<file path="config.mk">
export PLATFORM = sky130hd
export DESIGN_NAME = pass_switch_arbiter_flat
export DESIGN_NICKNAME = d
export VERILOG_FILES = /design/src/rtl/pass_switch_arbiter_pkg.sv /design/src/rtl/pass_switch_arbiter_if.sv /design/src/rtl/pass_switch_arbiter_rr_pick.sv /design/src/rtl/pass_switch_arbiter.sv /design/src/flat_wrapper.sv
export SDC_FILE = /design/constraint.sdc
export NUM_CORES = 1
export LEC_CHECK = 0
export ABC_CLOCK_PERIOD_IN_PS = 2009
export CAP_MARGIN = 5
export CORE_MARGIN = 4
export CORE_UTILIZATION = 52
export DETAILED_ROUTE_END_ITERATION = 8
export PLACE_DENSITY = 0.83
export RECOVER_POWER = 25
export SYNTH_ARGS = -nofsm -noshare
export SYNTH_HDL_FRONTEND = slang
export SYNTH_SLANG_ARGS = --single-unit
</file>
<file path="constraint.sdc">
create_clock -name clk -period 2.01 [get_ports clk]
set_input_delay 0.201 -clock clk [delete_from_list [all_inputs] [get_ports clk]]
set_output_delay 0.201 -clock clk [all_outputs]
set_load 0.02 [all_outputs]
</file>
<file path="src/rtl/pass_switch_arbiter_pkg.sv">
// Shared definitions for the pass-switch bus arbiter: FSM state encoding,
// parameter defaults and a small sizing helper.
// Optional feature macro used by the arbiter: ARB_TIMEOUT_EN.
package pass_bus_pkg;

    typedef enum logic [1:0] {
        IDLE  = 2'd0,
        MAKE  = 2'd1,
        OWN   = 2'd2,
        BREAK = 2'd3
    } arb_state_t;

    localparam int N_DEF       = 4;
    localparam int SETTLE_DEF  = 1;
    localparam int DEAD_DEF    = 2;
    localparam int TIMEOUT_DEF = 64;

    // Largest of three values, used to size the shared phase counter.
    function automatic int max3(input int a, input int b, input int c);
        int m;
        m = a;
        if (b > m) m = b;
        if (c > m) m = c;
        return m;
    endfunction

endpackage

</file>
<file path="src/rtl/pass_switch_arbiter_if.sv">
// Request/grant bundle between requester control logic and the arbiter.
// master = requester side (drives req), slave = arbiter side.
// Purely structural, no logic or latency.
interface pass_switch_arbiter_if
    import pass_bus_pkg::*;
#(
    parameter int N = N_DEF
) ();

    localparam int W = $clog2(N);

    logic [N-1:0] req;
    logic [N-1:0] sw_en;
    logic [N-1:0] gnt;
    logic [W-1:0] owner;
    logic         busy;
    logic         timeout_err;

    modport master (
        output req,
        input  sw_en,
        input  gnt,
        input  owner,
        input  busy,
        input  timeout_err
    );

    modport slave (
        input  req,
        output sw_en,
        output gnt,
        output owner,
        output busy,
        output timeout_err
    );

endinterface

</file>
<file path="src/rtl/pass_switch_arbiter_rr_pick.sv">
// Combinational round-robin picker: first set bit strictly after ptr, wrapping.
// Zero latency; valid low when no bit of req is set.
// No backpressure: pure function of its inputs.
module rr_pick
    import pass_bus_pkg::*;
#(
    parameter  int N = N_DEF,
    localparam int W = $clog2(N)
) (
    input  logic [N-1:0] req,
    input  logic [W-1:0] ptr,
    output logic         valid,
    output logic [W-1:0] idx
);

    localparam int IW = W + 1;

    logic [IW-1:0] cand;

    // Scan offsets from farthest to nearest so the nearest requester after
    // the pointer is the last (and therefore winning) assignment.
    always_comb begin
        valid = 1'b0;
        idx   = '0;
        cand  = '0;
        for (int k = N; k >= 1; k--) begin
            cand = {1'b0, ptr} + IW'(k);
            if (cand >= IW'(N)) cand = cand - IW'(N);
            if (req[cand[W-1:0]]) begin
                valid = 1'b1;
                idx   = cand[W-1:0];
            end
        end
    end

endmodule

</file>
<file path="src/rtl/pass_switch_arbiter.sv">
// Round-robin owner sequencer for a tranif1 pass-switch bus with break-before-make.
// Latency: sw_en one edge after a winning req, gnt SETTLE edges later; DEAD+1 off cycles between owners.
// Backpressure: level req only; others wait in req until IDLE. Macro ARB_TIMEOUT_EN adds forced release.
module pass_switch_arbiter
    import pass_bus_pkg::*;
#(
    parameter int N       = N_DEF,
    parameter int SETTLE  = SETTLE_DEF,
    parameter int DEAD    = DEAD_DEF,
    parameter int TIMEOUT = TIMEOUT_DEF
) (
    input  logic                 clk,
    input  logic                 rst,
    pass_switch_arbiter_if.slave bus
);

    localparam int W  = $clog2(N);
    localparam int CW = $clog2(max3(SETTLE, DEAD, TIMEOUT) + 1);
    localparam logic [CW-1:0] CNT_MAX = '1;

    arb_state_t    state_q, state_d;
    logic [CW-1:0] cnt_q, cnt_d;
    logic [W-1:0]  owner_q, owner_d;
    logic [W-1:0]  ptr_q, ptr_d;

    logic [N-1:0]  elig;
    logic          pick_vld;
    logic [W-1:0]  pick_idx;

    logic [N-1:0]  sw_en_d;
    logic [N-1:0]  gnt_d;
    logic          busy_d;

`ifdef ARB_TIMEOUT_EN
    logic [N-1:0]  mask_q, mask_d;
    logic          force_brk;

    // An evicted requester stays ineligible until it lets go of req.
    assign elig = bus.req & ~mask_q;
`else
    assign elig = bus.req;
`endif

    rr_pick #(.N(N)) u_pick (
        .req   (elig),
        .ptr   (ptr_q),
        .valid (pick_vld),
        .idx   (pick_idx)
    );

    // State register together with the phase counter, owner and rotation pointer.
    always_ff @(posedge clk or posedge rst) begin
        if (rst) begin
            state_q <= IDLE;
            cnt_q   <= '0;
            owner_q <= '0;
            ptr_q   <= W'(N - 1);
        end else begin
            state_q <= state_d;
            cnt_q   <= cnt_d;
            owner_q <= owner_d;
            ptr_q   <= ptr_d;
        end
    end

    // Next state: abort/release on req[owner] low takes priority over phase completion.
    always_comb begin
        state_d = state_q;
        owner_d = owner_q;
        ptr_d   = ptr_q;
`ifdef ARB_TIMEOUT_EN
        force_brk = 1'b0;
`endif
        case (state_q)
            IDLE: begin
                if (pick_vld) begin
                    state_d = MAKE;
                    owner_d = pick_idx;
                    ptr_d   = pick_idx;
                end
            end
            MAKE: begin
                if (!bus.req[owner_q])              state_d = BREAK;
                else if (cnt_q >= CW'(SETTLE - 1)) state_d = OWN;
            end
            OWN: begin
                if (!bus.req[owner_q]) begin
                    state_d = BREAK;
                end
`ifdef ARB_TIMEOUT_EN
                else if (cnt_q >= CW'(TIMEOUT - 1)) begin
                    state_d   = BREAK;
                    force_brk = 1'b1;
                end
`endif
            end
            BREAK: begin
                if (cnt_q >= CW'(DEAD - 1)) state_d = IDLE;
            end
            default: state_d = IDLE;
        endcase

        // One counter serves every phase: cleared on entry, saturating otherwise.
        if (state_d != state_q)   cnt_d = '0;
        else if (cnt_q != CNT_MAX) cnt_d = cnt_q + CW'(1);
        else                       cnt_d = cnt_q;
    end

    // Outputs decoded from the next state so the registered copies line up with the state.
    always_comb begin
        sw_en_d = '0;
        gnt_d   = '0;
        busy_d  = (state_d != IDLE);
        if (state_d == MAKE || state_d == OWN) sw_en_d[owner_d] = 1'b1;
        if (state_d == OWN)                    gnt_d[owner_d]   = 1'b1;
    end

    // Output registers: reset opens every switch immediately, without a dead interval.
    always_ff @(posedge clk or posedge rst) begin
        if (rst) begin
            bus.sw_en <= '0;
            bus.gnt   <= '0;
            bus.busy  <= 1'b0;
        end else begin
            bus.sw_en <= sw_en_d;
            bus.gnt   <= gnt_d;
            bus.busy  <= busy_d;
        end
    end

    assign bus.owner = owner_q;

`ifdef ARB_TIMEOUT_EN
    // Set the evicted owner's mask bit; clear any bit whose req is seen low.
    always_comb begin
        mask_d = mask_q & bus.req;
        if (force_brk) mask_d[owner_q] = 1'b1;
    end

    // Mask register and the one-cycle eviction pulse, aligned with BREAK entry.
    always_ff @(posedge clk or posedge rst) begin
        if (rst) begin
            mask_q          <= '0;
            bus.timeout_err <= 1'b0;
        end else begin
            mask_q          <= mask_d;
            bus.timeout_err <= force_brk;
        end
    end
`else
    assign bus.timeout_err = 1'b0;
`endif

endmodule

</file>
<file path="src/flat_wrapper.sv">
// flat-port wrapper written by rule: the top's interface ports become plain ports
module pass_switch_arbiter_flat import pass_bus_pkg::*;
#(
    parameter int N       = N_DEF,
    parameter int SETTLE  = SETTLE_DEF,
    parameter int DEAD    = DEAD_DEF,
    parameter int TIMEOUT = TIMEOUT_DEF
)
  (clk, rst, bus_req, bus_sw_en, bus_gnt, bus_owner, bus_busy, bus_timeout_err);
  pass_switch_arbiter_if #(.N(N)) bus_i ();
  input  logic clk;
  input  logic rst;
  input wire logic [$bits(bus_i.req)-1:0] bus_req;
  output wire logic [$bits(bus_i.sw_en)-1:0] bus_sw_en;
  output wire logic [$bits(bus_i.gnt)-1:0] bus_gnt;
  output wire logic [$bits(bus_i.owner)-1:0] bus_owner;
  output wire logic [$bits(bus_i.busy)-1:0] bus_busy;
  output wire logic [$bits(bus_i.timeout_err)-1:0] bus_timeout_err;
  assign bus_i.req = bus_req;
  assign bus_sw_en = bus_i.sw_en;
  assign bus_gnt = bus_i.gnt;
  assign bus_owner = bus_i.owner;
  assign bus_busy = bus_i.busy;
  assign bus_timeout_err = bus_i.timeout_err;
  pass_switch_arbiter #(.N(N), .SETTLE(SETTLE), .DEAD(DEAD), .TIMEOUT(TIMEOUT)) u_core (.clk(clk), .rst(rst), .bus(bus_i));
endmodule
</file>
==> key figures, run 1 <==
Timing
  • Fin worst setup slack: 0.273 ns
  • Final setup fails: 0
  • Max_slew headroom: 24.7%
  • RSZ-0062 raised after global routing: false
  • Period minus WS final: 1.74 ns
  • Post-Route Skew: 0.00294 ns
  • Max-slew violation count: 0
  • Worst Tran Pin Value: 1.13 ns
  • Period utilisation layout: 86.4%
  • Fmax: 576 MHz
  • Final hold violations: 0

Floorplanning
  • Starting Density: 56.3%
  • Die area: 0.00300 mm^2
  • Die X-Extent: 54.8 um
  • Die span in y: 54.8 um
  • # rows: 16
  • Core area: 0.00202 mm^2
  • I/O pins: 18

Critical path
  • Critical path's largest stage delay: 0.45 ns
  • Critical Path RT: 2.25 ns
  • Arr. time, crit path: 1.98 ns
  • Crit-path max FO: 4
  • CP Cell Sequence: mux4_1 -> nand2_1 -> a211oi_2 -> or3b_1 -> nor2_1
  • Slowest CP cell: mux4_1
  • CP Class: flip-flop to flip-flop
  • Worst setup EP type: flip-flop
  • Crit start category: flip-flop

Clock network
  • CTS Buffer Depth: 2
  • CTS tree: built
  • H-tree lvl count: 1
  • Root buf cell: clkbuf_4
  • Hold bufs inserted after CTS: 0
  • Worst-path clk slew: 0.12 ns
  • Inserted Clock Buffers: 3
  • Clock Latency Late Sink: 0.30 ns
  • CTS Sinks: 22

Place
  • Final estimated routing congestion in global placement: 0.813
  • Worst slack at placement: -0.0344 ns
  • Port Buf Inserts: 16
  • Placed wire-length estimate: 1.65 mm

Logic synthesis
  • Async SR Flop Fraction: 100%
  • Area contributors post-synth: dfrtp_1 (44%), nor2_1 (6.9%), dfstp_2 (4.6%), nor2b_1 (3.9%), o2bb2ai_4 (2.4%)
  • Post-Syn Nets: 120
  • Mapped Area: 0.00114 mm^2
  • Top cell type's share of synthesized area: 44.0%
  • EDFF count, synth: 0
  • Syn_area_per_cell: 10.2 um^2
  • Seq/Total Area, Yosys: 48.6%
  • Netlist cell types: 39
  • Synthesis Warnings: 0
  • Main synth FF type: dfrtp_1
  • Gate Count Post-Synth: 112
  • Synth Register Bits: 22
  • Area leader, netlist: dfrtp_1

Finish
  • Commonest non-fill, non-tap cells in the layout: nor2_1 (21), dfrtp_1 (20), clkdlybuf4s50_1 (15)
  • Commonest non-fill, non-tap cell in the layout: nor2_1
  • Area growth, synth to finish: 24.2%
  • Footprint of the multi-input gates: 546 um^2
  • Seq. cell area: 553 um^2
  • Antenna Diode Count: 0
  • Share of cells above drive strength 1: 14.0%
  • Fill cells: 164
  • Final Util: 69.9%
  • Final #Nets: 145

Drt
  • Final wirelength: 2.12 mm
  • DR pass1 iterations: 4
  • Initial DRC count: 27
  • Drc violations: 0
  • Vias per inst: 5.33
  • Wire length per cell: 13.0 um
  • Antenna Nets Post-Route: 0
  • Via total after detailed routing: 868

Global route
  • Initial antenna violation count: 0
  • GRT Util Overall: 17.1%
  • Largest net degree at the start of global routing: 23
  • Vias in the first global route: 849
  • Grt ovf: 0
  • First-pass GRT wire length: 3.68 mm

Pwr
  • Clock Power Share: 16.5%
  • Comb pwr share: 49.6%
  • Maximum VDD drop: 903 uV
  • Pint: 1270 uW
  • Pwr per Cell Area: 1440 mW/mm^2
  • Sw Pwr: 775 uW
  • P_leak: 0.000618 uW
  • Flop pwr share: 33.9%
  • Switching part of the total: 38.0%

Worst hold path
  • Hold Path Class: flip-flop to flip-flop

Run
  • Maxcap violations: 0

Run status
  • Status: completed
==> path summary, 6_finish.rpt <==
| kind | start | end | slack (ns) | depth (start not counted) |
|---|---|---|---|---|
| setup reg to reg | u_core.bus.owner[0]$_DFF_PP0_ | u_core.bus.gnt[1]$_DFF_PP0_ | 0.27 | 5 |
| min in group asynchronous | rst | u_core.bus.owner[1]$_DFF_PP0_ | 0.67 | 3 |
| setup / recovery | u_core.bus.owner[0]$_DFF_PP0_ | u_core.bus.gnt[1]$_DFF_PP0_ | 0.27 | 5 |
| hold / removal | u_core.ptr_q[1]$_DFFE_PP1P_ | u_core.ptr_q[1]$_DFFE_PP1P_ | 0.52 | 1 |
| hold reg to reg | u_core.ptr_q[1]$_DFFE_PP1P_ | u_core.ptr_q[1]$_DFFE_PP1P_ | 0.52 | 1 |
| max in group asynchronous | rst | u_core.cnt_q[3]$_DFFE_PP0P_ | 0.67 | 3 |
==> sequential cells by signal, indices dropped and copies added, names as in the netlist <==
register	cells
u_core.state_q	2
u_core.bus.busy	1
u_core.cnt_q	7
u_core.ptr_q	2
u_core.bus.owner	2
u_core.bus.gnt	4
u_core.bus.sw_en	4
==> layer usage <==
metal  global-route usage (%)  wire length [um]  vias up
li1                         -                 -      434
met1                     19.6               905      409
met2                     31.3              1120       23
met3                     3.54                88        2
met4                     5.39                10        0
met5                        0                 0        -
==> logic make-up (layout without fill, tap and decap cells) <==
group / count (synthesis) / count (layout) / synth area share (%)
AND/OR/NAND/NOR: 58 / 58 / 27.7
flip-flops: 22 / 22 / 48.6
AO/OA/AOI/OAI: 15 / 15 / 12.3
buffers and inverters: 9 / 33 / 3.41
XOR/XNOR: 4 / 4 / 3.08
adder cells (fa/ha/maj): 2 / 2 / 2.20
other: 1 / 1 / 0.330
multiplexers: 1 / 1 / 2.31
==> Yosys cell counts (2+ instances only) <==
cell type / n
nor2b_1: 7
xor2_1: 2
or2_2: 2
nor2_1: 21
and2_1: 2
nand3_1: 5
o21ai_0: 2
ha_1: 2
dfrtp_1: 20
dfstp_2: 2
nor3_1: 3
inv_1: 7
a211oi_1: 3
nand2_1: 6
and4_1: 2
xnor2_1: 2
a211oi_2: 2
==> worst max-delay path: cells and delay by family, from the launching register on <==
| kind | cells | cell delay [ns] |
|---|---|---|
| simple gates | 3 | 0.58 |
| mux | 1 | 0.45 |
| flops | 1 | 0.43 |
| compound gates | 1 | 0.21 |
==> power groups by stage <==
stage          clock network, uW  logic (uW)  registers [uW]
2_1_floorplan                  0         595             770
3_3_place_gp                   0         997             694
3_5_place_dp                   0        1020             702
4_1_cts                      347        1020             692
5_1_grt                      365        1130             711
6_report                     336        1010             692
==> repair_timing <==
item                                    CTS  global route
endpoints found under the setup margin    0             1
gates resized for setup                   0             0
buffers inserted                          0             0
==> final cells by class <==
class / count / area share [%]
Sequential cell: 22 / 39.1
Clock inverter: 1 / 2.13
Tap cell: 27 / 2.39
Clock buffer: 3 / 1.59
Multi-Input combinational cell: 81 / 38.6
Timing Repair Buffer: 22 / 14.3
Inverter: 7 / 1.86
==> metrics by stage <==
step	hold WS, ns	total power (uW)	instance area [um^2]	instances	setup TNS [ns]
4_1_cts	0.208	2060	1420	163	0
5_1_grt	0.539	2210	1410	163	0
6_report	0.520	2040	1410	163	0
2_1_floorplan	0.189	1360	1140	112	0
3_3_place_gp	0.497	1690	1360	159	0
3_5_place_dp	0.504	1720	1360	159	-0.0624
No activity file was read; power rests on OpenSTA's default activity.
==> run 2, diff against run 1 <==
--- a/config.mk
+++ b/config.mk
@@ -9,6 +9,7 @@
 export CAP_MARGIN = 5
 export CORE_MARGIN = 4
 export CORE_UTILIZATION = 52
+export CTS_CLUSTER_SIZE = 16
 export DETAILED_ROUTE_END_ITERATION = 8
 export PLACE_DENSITY = 0.83
 export RECOVER_POWER = 25
==> results of run 2 <==
Final layout, timing and power as in run 1 (identical DEF).
==> run 3, diff against run 2 <==
--- a/config.mk
+++ b/config.mk
@@ -5,8 +5,10 @@
 export SDC_FILE = /design/constraint.sdc
 export NUM_CORES = 1
 export LEC_CHECK = 0
+export ABC_AREA = 0
 export ABC_CLOCK_PERIOD_IN_PS = 2009
 export CAP_MARGIN = 5
+export CORE_ASPECT_RATIO = 0.9
 export CORE_MARGIN = 4
 export CORE_UTILIZATION = 52
 export CTS_CLUSTER_SIZE = 16
==> run 3 against run 2 <==
  * Clock skew is 0.0046 ns higher
  * Worst setup slack worse by 0.094 ns
  * First-iteration DRC count is 52% lower
  * Highest routed layer unchanged
  * Critical endpoint is now u_core.bus.gnt[0]$_DFF_PP0_
  * Largest cell class unchanged
==> key figures, run 3 (synthesized netlist as in run 1, its figures left out) <==
Finish
  • Design area: 0.00140 mm^2
  • Commonest non-fill, non-tap cell in the layout: nor2_1
  • Commonest non-fill, non-tap cells in the layout: nor2_1 (21), dfrtp_1 (20), clkdlybuf4s50_1 (15)
  • Largest register FFs: 7
  • Antenna Diode Count: 0
  • Biggest register: u_core.cnt_q
  • Area growth, synth to finish: 23.3%
  • Final #Nets: 144
  • Share of cells above drive strength 1: 13.3%
  • Largest regs: u_core.cnt_q (7), u_core.bus.gnt (4), u_core.bus.sw_en (4)

Critical path
  • Crit start category: flip-flop
  • FF-to-FF path depth: 5
  • End of the worst register-to-register path: u_core.bus.gnt[0]$_DFF_PP0_
  • Worst setup EP type: flip-flop
  • Reg2Reg Launch Point: u_core.cnt_q[3]$_DFFE_PP0P_
  • CP Class: flip-flop to flip-flop
  • Arr. time, crit path: 2.05 ns
  • Crit-path max FO: 4
  • Setup slack, reg-to-reg: 0.18 ns
  • Critical Path RT: 2.23 ns

Place
  • Final estimated routing congestion in global placement: 0.849
  • Placed wire-length estimate: 1.74 mm
  • Worst slack at placement: -0.0357 ns
  • Placed cell area: 0.00135 mm^2
  • Port Buf Inserts: 16

Pwr
  • Maximum VDD drop: 796 uV
  • Pwr per Cell Area: 1440 mW/mm^2
  • P_leak: 0.000614 uW
  • Power after layout: 2020 uW

Clock network
  • CTS Buffer Depth: 2
  • Setup bufs post-CTS: 0
  • Cells resized by post-CTS repair: 0
  • CTS tree: built
  • CTS Sinks: 22
  • H-tree lvl count: 1
  • Worst-path clk slew: 0.12 ns
  • Hold bufs inserted after CTS: 0
  • Clock Latency Late Sink: 0.32 ns
  • Inserted Clock Buffers: 3
  • Root buf cell: clkbuf_4

Run
  • Maxcap violations: 0

Timing
  • Final setup fails: 0
  • Max_slew headroom: 36.5%
  • RSZ-0062 raised after global routing: false
  • Period minus WS final: 1.83 ns
  • Max-slew violation count: 0
  • Period utilisation layout: 91.1%
  • Worst Tran Pin Value: 0.953 ns
  • Fmax: 546 MHz
  • Worst hold margin: 0.198 ns
  • Post-Route Skew: 0.00755 ns
  • Final hold violations: 0
  • Fin worst setup slack: 0.179 ns

Drt
  • Via total after detailed routing: 872
  • DR pass1 iterations: 4
  • Wire length per cell: 14.6 um
  • Antenna Nets Post-Route: 0
  • Vias per inst: 5.45
  • Initial DRC count: 13
  • Drc violations: 0
  • Final wirelength: 2.33 mm

Floorplanning
  • Die span in y: 52.4 um
  • # rows: 15
  • I/O pins: 18
  • Core area: 0.00199 mm^2
  • Die X-Extent: 57.3 um
  • Starting Density: 57.2%
  • Die area: 0.00300 mm^2

Global route
  • Initial antenna violation count: 0
  • First-pass GRT wire length: 4.20 mm
  • GRT Util Overall: 18.7%
  • Vias in the first global route: 934
  • Grt ovf: 0
  • Largest net degree at the start of global routing: 19

Worst hold path
  • Hold Path Class: input port to async pin

Run status
  • Status: completed
## run 3: cell count changes in the layout (fill, tap and decap cells not counted)
| cell | previous run | this run |
|---|---|---|
| buf_4 | 5 | 4 |
## run 3: critical path, stage by stage (launching register included)
cell      delay, ns
dfrtp_1        0.44
or4_4          0.58
nor4_4         0.37
a211oi_2       0.11
or3b_1         0.20
nor2_1         0.04
## run 3: worst max path at each step
| stage | from | to |
|---|---|---|
| after global placement | bus_req[2] | u_core.cnt_q[4]$_DFFE_PP0P_ |
| after global routing | bus_req[3] | u_core.bus.gnt[1]$_DFF_PP0_ |
| after detailed placement | bus_req[1] | u_core.cnt_q[6]$_DFFE_PP0P_ |
| after floorplan | u_core.bus.owner[0]$_DFF_PP0_ | u_core.bus.gnt[0]$_DFF_PP0_ |
| final | u_core.cnt_q[3]$_DFFE_PP0P_ | u_core.bus.gnt[0]$_DFF_PP0_ |
| after CTS | u_core.cnt_q[3]$_DFFE_PP0P_ | u_core.cnt_q[2]$_DFFE_PP0P_ |
## run 3: cell type report
class	count	area (um^2)
Timing Repair Buffer	21	194
Fill cell	164	587
Tap cell	25	31.3
Clock inverter	1	30.0
Inverter	7	26.3
Clock buffer	3	22.5
Sequential cell	22	553
Multi-Input combinational cell	81	546
## run 3: where the power goes
group / internal [uW] / total [uW] / switching (uW)
combinational: 429 / 988 / 559
clock: 202 / 337 / 135
sequential: 589 / 694 / 105
total: 1220 / 2020 / 798
## run 3: stage by stage
step                setup TNS (ns)  cells  utilization [%]
finish                           0    160             70.5
CTS                              0    160             70.7
global route                     0    160             70.5
floorplan                        0    112                -
detailed placement          -0.261    156             68.1
global placement           -0.0216    156             68.1
## run 3: routing by layer
| metal | wire length (um) | global-route usage, % | vias to the layer above | part of all wire [%] |
|---|---|---|---|---|
| met2 | 1110 | 31.6 | 17 | 48 |
| met4 | 51 | 8.88 | 0 | 2.2 |
| met5 | 0 | 0 | - | 0 |
| met1 | 1040 | 22.9 | 418 | 45 |
| li1 | - | - | 432 | - |
| met3 | 124 | 3.94 | 5 | 5.3 |
